### config.mk
export PLATFORM = sky130hd
export DESIGN_NAME = mio_bus_fabric_flat
export DESIGN_NICKNAME = d
export VERILOG_FILES = /design/src/rtl/mio_bus_fabric_if.sv /design/src/rtl/mio_bus_fabric.sv /design/src/flat_wrapper.sv
export SDC_FILE = /design/constraint.sdc
export NUM_CORES = 1
export LEC_CHECK = 0
export CORE_AREA = 2 2 165 167
export DETAILED_ROUTE_END_ITERATION = 8
export DIE_AREA = 0 0 167 169
export HOLD_SLACK_MARGIN = 0.1
export PLACE_DENSITY = 0.66
export SYNTH_ARGS = -nofsm -noshare
export SYNTH_HDL_FRONTEND = slang
export SYNTH_SLANG_ARGS = --single-unit
### constraint.sdc
create_clock -name clk -period 2.85 [get_ports clk]
set_input_delay 0.57 -clock clk [delete_from_list [all_inputs] [get_ports clk]]
set_output_delay 0.57 -clock clk [all_outputs]
set_load 0.01 [all_outputs]
### src/rtl/mio_bus_fabric_if.sv
// CPU-side and slave-side bus bundle for the MIO fabric.
// The master modport is the fabric's view; slave is the surrounding CPU/slave view.
interface mio_bus_fabric_if #(
  parameter int N_SLAVES = 7,
  parameter int DATA_W   = 32,
  parameter int ADDR_W   = 32
);
  logic                         cpu_req;
  logic                         cpu_we;
  logic [ADDR_W-1:0]            cpu_addr;
  logic [DATA_W-1:0]            cpu_wdata;
  logic                         cpu_ready;
  logic                         cpu_err;
  logic [DATA_W-1:0]            cpu_rdata;
  logic [N_SLAVES-1:0]          s_sel;
  logic                         s_we;
  logic [ADDR_W-1:0]            s_addr;
  logic [DATA_W-1:0]            s_wdata;
  logic [N_SLAVES*DATA_W-1:0]   s_rdata;
  logic [N_SLAVES-1:0]          s_ack;

  modport master (
    input  cpu_req, cpu_we, cpu_addr, cpu_wdata, s_rdata, s_ack,
    output cpu_ready, cpu_err, cpu_rdata, s_sel, s_we, s_addr, s_wdata
  );

  modport slave (
    output cpu_req, cpu_we, cpu_addr, cpu_wdata, s_rdata, s_ack,
    input  cpu_ready, cpu_err, cpu_rdata, s_sel, s_we, s_addr, s_wdata
  );
endinterface

### src/rtl/mio_bus_fabric.sv
// Registered MIO decoder: decodes CPU accesses onto one-hot slave selects, holds the
// transaction until ack/timeout, and returns a one-cycle registered response.
module mio_bus_fabric #(
  parameter int                    N_SLAVES   = 7,
  parameter int                    DATA_W     = 32,
  parameter int                    ADDR_W     = 32,
  parameter int                    TAG_W      = 4,
  parameter logic [N_SLAVES*TAG_W-1:0] SLAVE_TAGS = 28'hFEDC210,
  parameter int                    TIMEOUT    = 15,
  parameter int                    TO_W       = 4
) (
  input  logic              clk,
  input  logic              rst_n,
  mio_bus_fabric_if.master  bus,
  output logic [15:0]       err_cnt
);
  typedef enum logic [1:0] {IDLE, ACCESS, RESP} state_t;

  state_t              state;
  logic [TO_W-1:0]     timer;
  logic [TAG_W-1:0]    tag;
  logic [N_SLAVES-1:0] match;
  logic [N_SLAVES-1:0] sel_nxt;
  logic                hit;
  logic                sel_ack;
  logic [DATA_W-1:0]   sel_rdata;

  assign tag = bus.cpu_addr[ADDR_W-1 -: TAG_W];

  for (genvar i = 0; i < N_SLAVES; i++) begin : g_match
    assign match[i] = (tag == SLAVE_TAGS[TAG_W*i +: TAG_W]);
  end

  assign hit = |match;

  // Walk downwards so the lowest matching index wins when tags alias.
  always_comb begin
    sel_nxt = '0;
    for (int i = N_SLAVES-1; i >= 0; i--)
      if (match[i]) sel_nxt = N_SLAVES'(1) << i;
  end

  // Only the selected slave's ack and data count; strays are masked off.
  assign sel_ack = |(bus.s_ack & bus.s_sel);

  always_comb begin
    sel_rdata = '0;
    for (int i = 0; i < N_SLAVES; i++)
      if (bus.s_sel[i]) sel_rdata = bus.s_rdata[DATA_W*i +: DATA_W];
  end

  always_ff @(posedge clk or negedge rst_n) begin
    if (!rst_n) begin
      state         <= IDLE;
      timer         <= '0;
      bus.s_sel     <= '0;
      bus.s_we      <= 1'b0;
      bus.s_addr    <= '0;
      bus.s_wdata   <= '0;
      bus.cpu_ready <= 1'b0;
      bus.cpu_err   <= 1'b0;
      bus.cpu_rdata <= '0;
      err_cnt       <= '0;
    end else begin
      case (state)
        IDLE: if (bus.cpu_req) begin
          bus.s_addr  <= bus.cpu_addr;
          bus.s_wdata <= bus.cpu_wdata;
          timer       <= '0;
          if (bus.cpu_addr[1:0] != 2'b00 || !hit) begin
            bus.cpu_ready <= 1'b1;
            bus.cpu_err   <= 1'b1;
            bus.cpu_rdata <= '0;
            state         <= RESP;
          end else begin
            bus.s_sel <= sel_nxt;
            bus.s_we  <= bus.cpu_we;
            state     <= ACCESS;
          end
        end
        ACCESS: begin
          if (sel_ack) begin
            bus.cpu_ready <= 1'b1;
            bus.cpu_err   <= 1'b0;
            bus.cpu_rdata <= bus.s_we ? '0 : sel_rdata;
            bus.s_sel     <= '0;
            bus.s_we      <= 1'b0;
            state         <= RESP;
          end else if (timer == TO_W'(TIMEOUT-1)) begin
            bus.cpu_ready <= 1'b1;
            bus.cpu_err   <= 1'b1;
            bus.cpu_rdata <= '0;
            bus.s_sel     <= '0;
            bus.s_we      <= 1'b0;
            state         <= RESP;
          end else begin
            timer <= timer + 1'b1;
          end
        end
        RESP: begin
          bus.cpu_ready <= 1'b0;
          bus.cpu_err   <= 1'b0;
          if (bus.cpu_err && err_cnt != 16'hFFFF) err_cnt <= err_cnt + 16'd1;
          state <= IDLE;
        end
        default: state <= IDLE;
      endcase
    end
  end
endmodule
### src/flat_wrapper.sv
// flat-port wrapper written by rule: the top's interface ports become plain ports
module mio_bus_fabric_flat 
#(
  parameter int                    N_SLAVES   = 7,
  parameter int                    DATA_W     = 32,
  parameter int                    ADDR_W     = 32,
  parameter int                    TAG_W      = 4,
  parameter logic [N_SLAVES*TAG_W-1:0] SLAVE_TAGS = 28'hFEDC210,
  parameter int                    TIMEOUT    = 15,
  parameter int                    TO_W       = 4
)
  (clk, rst_n, err_cnt, bus_cpu_req, bus_cpu_we, bus_cpu_addr, bus_cpu_wdata, bus_s_rdata, bus_s_ack, bus_cpu_ready, bus_cpu_err, bus_cpu_rdata, bus_s_sel, bus_s_we, bus_s_addr, bus_s_wdata);
  mio_bus_fabric_if #(.N_SLAVES(N_SLAVES), .DATA_W(DATA_W), .ADDR_W(ADDR_W)) bus_i ();
  input  logic clk;
  input  logic rst_n;
  output logic [15:0] err_cnt;
  input wire logic [$bits(bus_i.cpu_req)-1:0] bus_cpu_req;
  input wire logic [$bits(bus_i.cpu_we)-1:0] bus_cpu_we;
  input wire logic [$bits(bus_i.cpu_addr)-1:0] bus_cpu_addr;
  input wire logic [$bits(bus_i.cpu_wdata)-1:0] bus_cpu_wdata;
  input wire logic [$bits(bus_i.s_rdata)-1:0] bus_s_rdata;
  input wire logic [$bits(bus_i.s_ack)-1:0] bus_s_ack;
  output wire logic [$bits(bus_i.cpu_ready)-1:0] bus_cpu_ready;
  output wire logic [$bits(bus_i.cpu_err)-1:0] bus_cpu_err;
  output wire logic [$bits(bus_i.cpu_rdata)-1:0] bus_cpu_rdata;
  output wire logic [$bits(bus_i.s_sel)-1:0] bus_s_sel;
  output wire logic [$bits(bus_i.s_we)-1:0] bus_s_we;
  output wire logic [$bits(bus_i.s_addr)-1:0] bus_s_addr;
  output wire logic [$bits(bus_i.s_wdata)-1:0] bus_s_wdata;
  assign bus_i.cpu_req = bus_cpu_req;
  assign bus_i.cpu_we = bus_cpu_we;
  assign bus_i.cpu_addr = bus_cpu_addr;
  assign bus_i.cpu_wdata = bus_cpu_wdata;
  assign bus_i.s_rdata = bus_s_rdata;
  assign bus_i.s_ack = bus_s_ack;
  assign bus_cpu_ready = bus_i.cpu_ready;
  assign bus_cpu_err = bus_i.cpu_err;
  assign bus_cpu_rdata = bus_i.cpu_rdata;
  assign bus_s_sel = bus_i.s_sel;
  assign bus_s_we = bus_i.s_we;
  assign bus_s_addr = bus_i.s_addr;
  assign bus_s_wdata = bus_i.s_wdata;
  mio_bus_fabric #(.N_SLAVES(N_SLAVES), .DATA_W(DATA_W), .ADDR_W(ADDR_W), .TAG_W(TAG_W), .SLAVE_TAGS(SLAVE_TAGS), .TIMEOUT(TIMEOUT), .TO_W(TO_W)) u_core (.clk(clk), .rst_n(rst_n), .bus(bus_i), .err_cnt(err_cnt));
endmodule
==> results of run 1 <==
-- power by group through the flow --
stage | combinational (mW) | clock [mW] | sequential, mW
after global placement | 2.77 | 0 | 2.38
after CTS | 2.80 | 2.35 | 2.36
final | 2.76 | 2.27 | 2.36
after global routing | 3.03 | 2.42 | 2.40
after floorplan | 1.15 | 0 | 2.48
after detailed placement | 2.78 | 0 | 2.39
-- worst max path at each step --
stage / start / endpoint / slack (ns) / cells past startpoint
2_1_floorplan: bus_s_ack[0] / u_core.bus.cpu_rdata[22] / 0.93 / 6
3_3_place_gp: bus_s_ack[0] / u_core.bus.cpu_rdata[30] / 0.29 / 7
3_5_place_dp: bus_s_ack[0] / u_core.bus.cpu_rdata[15] / 0.27 / 7
4_1_cts: u_core.bus.s_sel[1] / bus_s_sel[1] / 0.48 / 2
5_1_grt: u_core.bus.s_sel[1] / bus_s_sel[1] / 0.45 / 2
6_report: u_core.bus.s_sel[1] / bus_s_sel[1] / 0.50 / 2
-- worst register-to-register path, cell delays in order (launching register included) --
cell                       delay (ns)
sky130_fd_sc_hd__dfrtp_1         0.50
sky130_fd_sc_hd__or2_2           0.65
sky130_fd_sc_hd__a221oi_1        0.40
sky130_fd_sc_hd__buf_4           0.20
sky130_fd_sc_hd__o31ai_1         0.07
sky130_fd_sc_hd__a32o_1          0.27
-- area by class of cell --
cell class	instances	area [um2]	share of cell area
Timing Repair Buffer	444	4436	0.3620
Multi-Input combinational cell	588	3425	0.2795
Sequential cell	128	3208	0.2618
Tap cell	341	426.7	0.03482
Clock buffer	17	425.4	0.03471
Clock inverter	15	186.4	0.01521
Inverter	36	135.1	0.01103
Antenna cell	5	12.51	0.001021
-- cells in the mapped netlist, drive strengths merged (4+ instances only) --
master and instances:
and3 6, nand2 239, a32o 35, inv 36, nand4 6, clkbuf 55
a21oi 67, nand2b 4, o2bb2ai 5, nor2b 33, buf 14, o31ai 32
a221oi 65, xnor2 13, nand3 7, o21ai 34, nor2 10, dfrtp 128
-- cell usage in the layout, fill, tap and decap left out, types with 3 or more instances in the layout --
cell,synthesis,layout
sky130_fd_sc_hd__clkdlybuf4s50_1,0,419
sky130_fd_sc_hd__nand2_1,239,239
sky130_fd_sc_hd__dfrtp_1,128,124
sky130_fd_sc_hd__a21oi_1,67,67
sky130_fd_sc_hd__a221oi_1,65,65
sky130_fd_sc_hd__inv_1,36,36
sky130_fd_sc_hd__o21ai_0,34,34
sky130_fd_sc_hd__nor2b_1,33,32
sky130_fd_sc_hd__o31ai_1,32,32
sky130_fd_sc_hd__a32o_1,28,28
sky130_fd_sc_hd__buf_4,0,20
sky130_fd_sc_hd__clkbuf_16,0,17
sky130_fd_sc_hd__xnor2_1,13,13
sky130_fd_sc_hd__nor2_1,9,9
sky130_fd_sc_hd__inv_8,0,8
sky130_fd_sc_hd__nand3_1,7,7
sky130_fd_sc_hd__a32o_2,7,7
sky130_fd_sc_hd__nand4_1,6,6
sky130_fd_sc_hd__diode_2,0,5
sky130_fd_sc_hd__and3_1,5,5
sky130_fd_sc_hd__o2bb2ai_1,5,5
sky130_fd_sc_hd__nand2b_1,4,4
sky130_fd_sc_hd__buf_12,0,4
sky130_fd_sc_hd__dfrtp_2,0,4
sky130_fd_sc_hd__nand3b_1,3,3
sky130_fd_sc_hd__a22oi_1,3,3
sky130_fd_sc_hd__mux2i_1,3,3
sky130_fd_sc_hd__xor2_1,3,3
sky130_fd_sc_hd__ha_1,3,3
-- cells by family after synthesis --
group / Yosys count
flops: 128
compound gates: 250
buf+inv: 105
simple gates: 315
xor+xnor: 16
fa+ha+maj: 3
mux: 4
-- stage by stage --
step | cell area [um2] | instances
after global routing | 12250 | 1574
after detailed placement | 11630 | 1537
after global placement | 11630 | 1537
after floorplan | 7042 | 821
after CTS | 12240 | 1569
final | 12250 | 1574
-- per-layer routing --
metal	GRT usage	vias to the layer above	wire length, um
li1	-	3732	-
met1	0.2557	3675	12300
met2	0.3487	347	14780
met3	0.06149	39	2422
met4	0.08208	0	744
met5	0	-	0
-- registers in the layout, indices dropped and copies added (netlist names) --
register	count
u_core.bus.s_addr	32
u_core.bus.s_wdata	32
u_core.bus.s_we	1
u_core.timer	4
u_core.bus.cpu_err	1
u_core.bus.cpu_rdata	32
u_core.state	2
u_core.bus.s_sel	7
u_core.bus.cpu_ready	1
u_core.err_cnt	16
==> impl_summary.log, run 1 <==
[metrics] time the worst path needs with I/O delays and setup: 2.351 ns
[metrics] summed instance area of the synthesized netlist: 7042 um2
[metrics] post-synthesis compound-gate area fraction: 0.2614
[metrics] via count of the first global-routing pass: 7,906
[metrics] worst setup slack after layout: about 0.50 ns
[metrics] launching point of the worst reg2reg path: u_core.bus.s_sel[4]
[metrics] combinational group share of total power: 0.374
[metrics] start-to-end type of the worst setup path: flip-flop to output port
[metrics] hold violation total from the final report: 0
[metrics] count of vias placed by the detailed router: 7,793
[metrics] sequential-to-total area share from yosys stat: 0.4549
[metrics] number of synthesized flops with an enable pin: 0
[metrics] estimated wirelength of the detail-placed design: approximately 23 mm
[metrics] width of the die: 167 um
[metrics] maximum buffer depth of the clock tree: 2
[metrics] die span in y: 169 um
[metrics] quantity of I/O buffers inserted on ports: 420
[metrics] H-tree levels: 4
[metrics] Slowest-stage cell, CP: sky130_fd_sc_hd__clkdlybuf4s50_1
[metrics] relative contribution of the clock network to total power: 0.307
[metrics] worst supply voltage drop on vdd: 0.3818 mV
[metrics] P_int: 4.797 mW
[metrics] power density of the placed cells: 603.1 nW/um2
[metrics] clock net sink count: roughly 130
[metrics] biggest cell delay along the critical path: roughly 0.63 ns
[metrics] simple-gate area share of the yosys netlist: 0.1921
[metrics] path depth of the worst reg2reg path: 5
[metrics] share of the clock period used by the worst path: 0.8248
[metrics] portion of total power attributed to sequential cells: 0.319
[metrics] clock-pin slew on the worst setup and hold paths: 0.07 ns
[metrics] max-capacitance violation count: 0
[metrics] share of synthesized cell area in full adder, half adder and majority cells: 0.005330
[metrics] area share of the largest cell type after synthesis: 0.4549
[metrics] number of standard cells after synthesis: just over 800
[metrics] proportion of synthesized area in mux cells: 0.005864
[metrics] Synth cell types: 42
[metrics] post-route worst hold slack: 0.1143 ns
[metrics] largest family of logic cells by synthesized area: compound AO/OA/AOI/OAI gates
[metrics] Final Slew Violations: 0
[metrics] end of the worst register-to-register path: u_core.bus.cpu_rdata[31]
[metrics] Residual DRC: 0
[metrics] switching share of power: 0.3510
[metrics] Total GRT Usage: 0.2095
[metrics] type of destination of the critical path: output port
[metrics] number of nets produced by synthesis: 1,123
[metrics] flip-flop cell with the highest count after synthesis: sky130_fd_sc_hd__dfrtp_1
[metrics] post-synthesis async set-or-reset flop share: 1.000
[metrics] type of origin of the critical path: flip-flop
[metrics] sum of internal, switching and leakage power: 7.391 mW
[metrics] fraction of layout cells with a size suffix above 1: 0.06352
[metrics] Critical Path Fanout Max: 25
[metrics] Fillers: roughly 2,500
[metrics] slew at the pin closest to its max-slew limit: 0.7893 ns
[metrics] cell at the root of the clock tree: sky130_fd_sc_hd__clkbuf_16
[metrics] total clock buffers created by CTS: 17
[metrics] post-synth top area cell: sky130_fd_sc_hd__dfrtp_1
[metrics] setup slack of the most critical reg-to-reg path: 0.65 ns
[metrics] drt wl/cell: 19.22 um
[metrics] Tightest Hold Check Type: input pin to async pin
[metrics] Synth Warn #: 0
[metrics] pin count of the biggest net entering global routing: 67
[metrics] postcts setup bufs: 0
[metrics] post-detailed-route count of antenna-violating nets: 0
[metrics] final design utilization: 0.4624
[metrics] final layout net count: around 1,500
[metrics] Placement Rows: 60
[metrics] worst slew slack as a fraction of its limit: 0.4738
[metrics] Core Region: roughly 27,000 um2
[metrics] cell-by-cell trace of the critical path: buf_4, clkdlybuf4s50_1
[metrics] I/O pin total: 421
[metrics] number of detailed-routing iterations run before antenna repair: 6
[metrics] net switching power figure: 2.594 mW
[metrics] global route overflow: 0
[metrics] status: complete, no violations
[metrics] Setup Skew: 0.01226 ns
[metrics] Crit path arrival time: between 1.5 and 2 ns
[metrics] required time worst endpoint: 2.28 ns
[metrics] CTS Hold Bufs: 0
[metrics] wire length of the first global-routing pass: 45.98 mm
[metrics] cell types with the largest area share after synthesis: sky130_fd_sc_hd__dfrtp_1, sky130_fd_sc_hd__nand2_1, sky130_fd_sc_hd__a221oi_1
[metrics] number of synthesized register bits: 128
[metrics] TNS Setup: 0 ns
[metrics] buffers plus inverters on the worst setup path: 2
[metrics] # setup viols final: 0
[metrics] routability-driven placement congestion ratio: slightly above 0.8
[metrics] reported leakage power: a little over 5 nW
[metrics] overall routed net length: 30.25 mm
[metrics] worst skew pair latency: 0.42 ns
[metrics] Synth Area in XOR/XNOR: 0.01990
[metrics] starting density of the core: 0.2657
[metrics] DP Worst Slack: 0.2665 ns
[metrics] Starting DRT DRC Count: 485
[metrics] Syn-to-layout area delta: 74.02%
[metrics] setup repair after global routing missed its margin: false
[metrics] per-instance average area after synthesis: ~8.6 um2
[metrics] CTS tree: built
[metrics] cell family with the largest share of critical-path delay: buffers and inverters
[metrics] post-DR vias/cell: 4.951
[metrics] antenna violations before repair: 5
[metrics] Gates resized, CTS repair: 0
[metrics] Fmax: approximately 0.43 GHz
[metrics] die area: 28,220 um2
No activity file was read; power rests on OpenSTA's default activity.
==> run 2, diff against run 1 <==
--- a/config.mk
+++ b/config.mk
@@ -5,11 +5,11 @@
 export SDC_FILE = /design/constraint.sdc
 export NUM_CORES = 1
 export LEC_CHECK = 0
-export CORE_AREA = 2 2 165 167
+export CORE_AREA = 2 2 163 165
 export DETAILED_ROUTE_END_ITERATION = 8
-export DIE_AREA = 0 0 167 169
+export DIE_AREA = 0 0 165 167
 export HOLD_SLACK_MARGIN = 0.1
-export PLACE_DENSITY = 0.66
+export PLACE_DENSITY = 0.69
 export SYNTH_ARGS = -nofsm -noshare
 export SYNTH_HDL_FRONTEND = slang
 export SYNTH_SLANG_ARGS = --single-unit
==> constraint.sdc (replaced) <==
create_clock -name clk -period 2.05 [get_ports clk]
set_input_delay 0.41 -clock clk [delete_from_list [all_inputs] [get_ports clk]]
set_output_delay 0.41 -clock clk [all_outputs]
set_load 0.01 [all_outputs]
==> run 2 against run 1 <==
Effect of this change:
- sequential cell count stayed put
- clock skew is 0.0022 ns higher
- hold slack better by 0.36 ns
- sequential power is 37% higher
- sequential share of layout area is 1.1 points lower
- global-route usage is 1.9 points higher
- worst setup slack worse by 0.43 ns
- combinational power is 55% higher
- register-to-register slack worse by 0.48 ns
- largest cell class unchanged
- highest routed layer is now met5
==> impl_summary.log, run 2 (synthesis gave the netlist of run 1 again) <==
[metrics] Setup Skew: 0.01449 ns
[metrics] Fmax: between 0.5 and 0.6 GHz
[metrics] time the worst path needs with I/O delays and setup: a little under 2 ns
[metrics] routability-driven placement congestion ratio: approximately 0.8
[metrics] total clock buffers created by CTS: 17
[metrics] Syn-to-layout area delta: 81.57%
[metrics] global route overflow: 0
[metrics] biggest cell delay along the critical path: 0.55 ns
[metrics] maximum buffer depth of the clock tree: 2
[metrics] pin count of the biggest net entering global routing: 68
[metrics] worst supply voltage drop on vdd: 0.4932 mV
[metrics] end of the worst register-to-register path: u_core.bus.cpu_rdata[11]
[metrics] highest-count cells in the layout ignoring fill and taps: sky130_fd_sc_hd__clkdlybuf4s50_1, sky130_fd_sc_hd__nand2_1, sky130_fd_sc_hd__dfrtp_1
[metrics] path depth of the worst reg2reg path: 9
[metrics] required time worst endpoint: 1.64 ns
[metrics] cell at the root of the clock tree: sky130_fd_sc_hd__clkbuf_16
[metrics] number of detailed-routing iterations run before antenna repair: 5
[metrics] fraction of layout cells with a size suffix above 1: 0.09377
[metrics] H-tree levels: 4
[metrics] Tightest Hold Check Type: flip-flop to flip-flop
[metrics] post-DR vias/cell: 5.008
[metrics] clock-pin slew on the worst setup and hold paths: 0.07 ns
[metrics] Placement Rows: 59
[metrics] quantity of I/O buffers inserted on ports: between 400 and 500
[metrics] post-detailed-route count of antenna-violating nets: 0
[metrics] Crit path arrival time: roughly 1.6 ns
[metrics] start-to-end type of the worst setup path: flip-flop to output port
[metrics] clock net sink count: between 100 and 150
[metrics] type of destination of the critical path: output port
[metrics] wire length of the first global-routing pass: 47.64 mm
[metrics] Critical Path Fanout Max: 18
[metrics] Core Region: 25,760 um2
[metrics] Residual DRC: 0
[metrics] hold wc startpoint: u_core.bus.s_wdata[11]
[metrics] worst skew pair latency: ~0.43 ns
[metrics] final design utilization: 0.4963
[metrics] commonest non-fill, non-tap cell in the layout: sky130_fd_sc_hd__clkdlybuf4s50_1
[metrics] setup repair after global routing missed its margin: false
[metrics] buffers plus inverters on the worst setup path: 2
[metrics] Final Slew Violations: 0
[metrics] estimated wirelength of the detail-placed design: 23.06 mm
[metrics] hold violation total from the final report: 0
[metrics] CTS tree: built
[metrics] power density of the placed cells: between 800 and 900 nW/um2
[metrics] worst slew slack as a fraction of its limit: 0.6309
[metrics] end point of the worst hold path: u_core.bus.s_wdata[11]
[metrics] die area: 27,560 um2
[metrics] starting density of the core: 0.2733
[metrics] DP Worst Slack: -0.3063 ns
[metrics] via count of the first global-routing pass: 8,253
[metrics] die span in y: 167 um
[metrics] setup slack of the most critical reg-to-reg path: 0.17 ns
[metrics] cell family with the largest share of critical-path delay: buffers and inverters
[metrics] instance count on the critical path: 2
[metrics] Slowest-stage cell, CP: sky130_fd_sc_hd__clkdlybuf4s50_1
[metrics] sum of internal, switching and leakage power: 10.57 mW
[metrics] number of cells on the worst hold path: 2
[metrics] type of origin of the critical path: flip-flop
[metrics] registers with the highest flip-flop counts: u_core.bus.cpu_rdata: 32 flops, u_core.bus.s_addr: 32 flops, u_core.bus.s_wdata: 32 flops
[metrics] # setup viols final: 0
[metrics] post-route worst hold slack: 0.4741 ns
[metrics] status: complete, no violations
[metrics] count of vias placed by the detailed router: 8,058
[metrics] slew at the pin closest to its max-slew limit: 0.5537 ns
[metrics] reported leakage power: 5.442 nW
[metrics] Starting DRT DRC Count: 443
[metrics] cell-by-cell trace of the critical path: buf_12, clkdlybuf4s50_1
[metrics] Total GRT Usage: 0.2283
[metrics] share of the clock period used by the worst path: 0.9658
[metrics] I/O pin total: 421
[metrics] Fillers: between 2,000 and 2,500
[metrics] launching point of the worst reg2reg path: u_core.bus.s_sel[2]
[metrics] overall routed net length: about 32 mm
[metrics] drt wl/cell: 20.13 um
[metrics] count of non-filler cells in the finished layout: roughly 1,600
[metrics] Placed Cells: 1,559
[metrics] final layout net count: approximately 1,600
[metrics] width of the die: 165 um
[metrics] antenna violations before repair: 7
[metrics] worst setup slack after layout: 0.07010 ns
[metrics] max-capacitance violation count: 0
==> run 2: per-stage QoR <==
step | setup TNS, ns | area [um2]
after global routing | 0 | 12790
final | 0 | 12790
after global placement | -10.87 | 11900
after CTS | 0 | 12730
after detailed placement | -10.87 | 11900
after floorplan | 0 | 7042
==> run 2: worst register-to-register path, delay by kind of cell (launching register included) <==
kind,cells,cell delay (ns)
compound gates,3,0.47
buf+inv,4,0.67
flops,1,0.43
simple gates,2,0.27
==> run 2: final cells by class <==
cell class / instances / area [um2] / share of cell area
sequential: 128 / 3209 / 0.2510
antenna: 5 / 12.51 / 0.0009786
clock buffer: 17 / 425.4 / 0.03327
multi-input combinational: 588 / 3432 / 0.2684
inverter: 36 / 135.1 / 0.01057
timing repair buffer: 485 / 4989 / 0.3902
tap: 335 / 419.2 / 0.03278
clock inverter: 15 / 163.9 / 0.01282
==> run 2: how the worst max path moves through the flow <==
stage / from / to
detailed placement: bus_s_ack[0] / u_core.bus.cpu_rdata[7]
floorplan: u_core.bus.s_sel[1] / u_core.bus.cpu_rdata[22]
finish: u_core.bus.s_sel[1] / bus_s_sel[1]
CTS: u_core.bus.s_sel[1] / bus_s_sel[1]
global route: u_core.bus.s_sel[0] / u_core.bus.cpu_rdata[1]
global placement: bus_s_ack[0] / u_core.bus.cpu_rdata[0]
==> run 2: routing by layer <==
layer | vias up | track usage | share of wire
li1 | 3812 | - | -
met1 | 3808 | 0.2613 | 0.39
met2 | 380 | 0.3891 | 0.49
met3 | 54 | 0.07771 | 0.092
met4 | 4 | 0.08885 | 0.029
met5 | - | 0 | 0.00065
==> run 2: where the power goes <==
| part | internal [mW] | switching, mW |
|---|---|---|
| clock network | 1.64 | 1.41 |
| registers | 2.95 | 0.285 |
| logic | 2.24 | 2.05 |
==> run 2: repair_timing <==
item,4_1_cts,5_1_grt
pin swaps,0,2
hold buffers,1,0
gates cloned,6,1
setup buffers,3,2
endpoints found under the hold margin,51,0
setup endpoints to repair,5,33
resized for setup,5,2
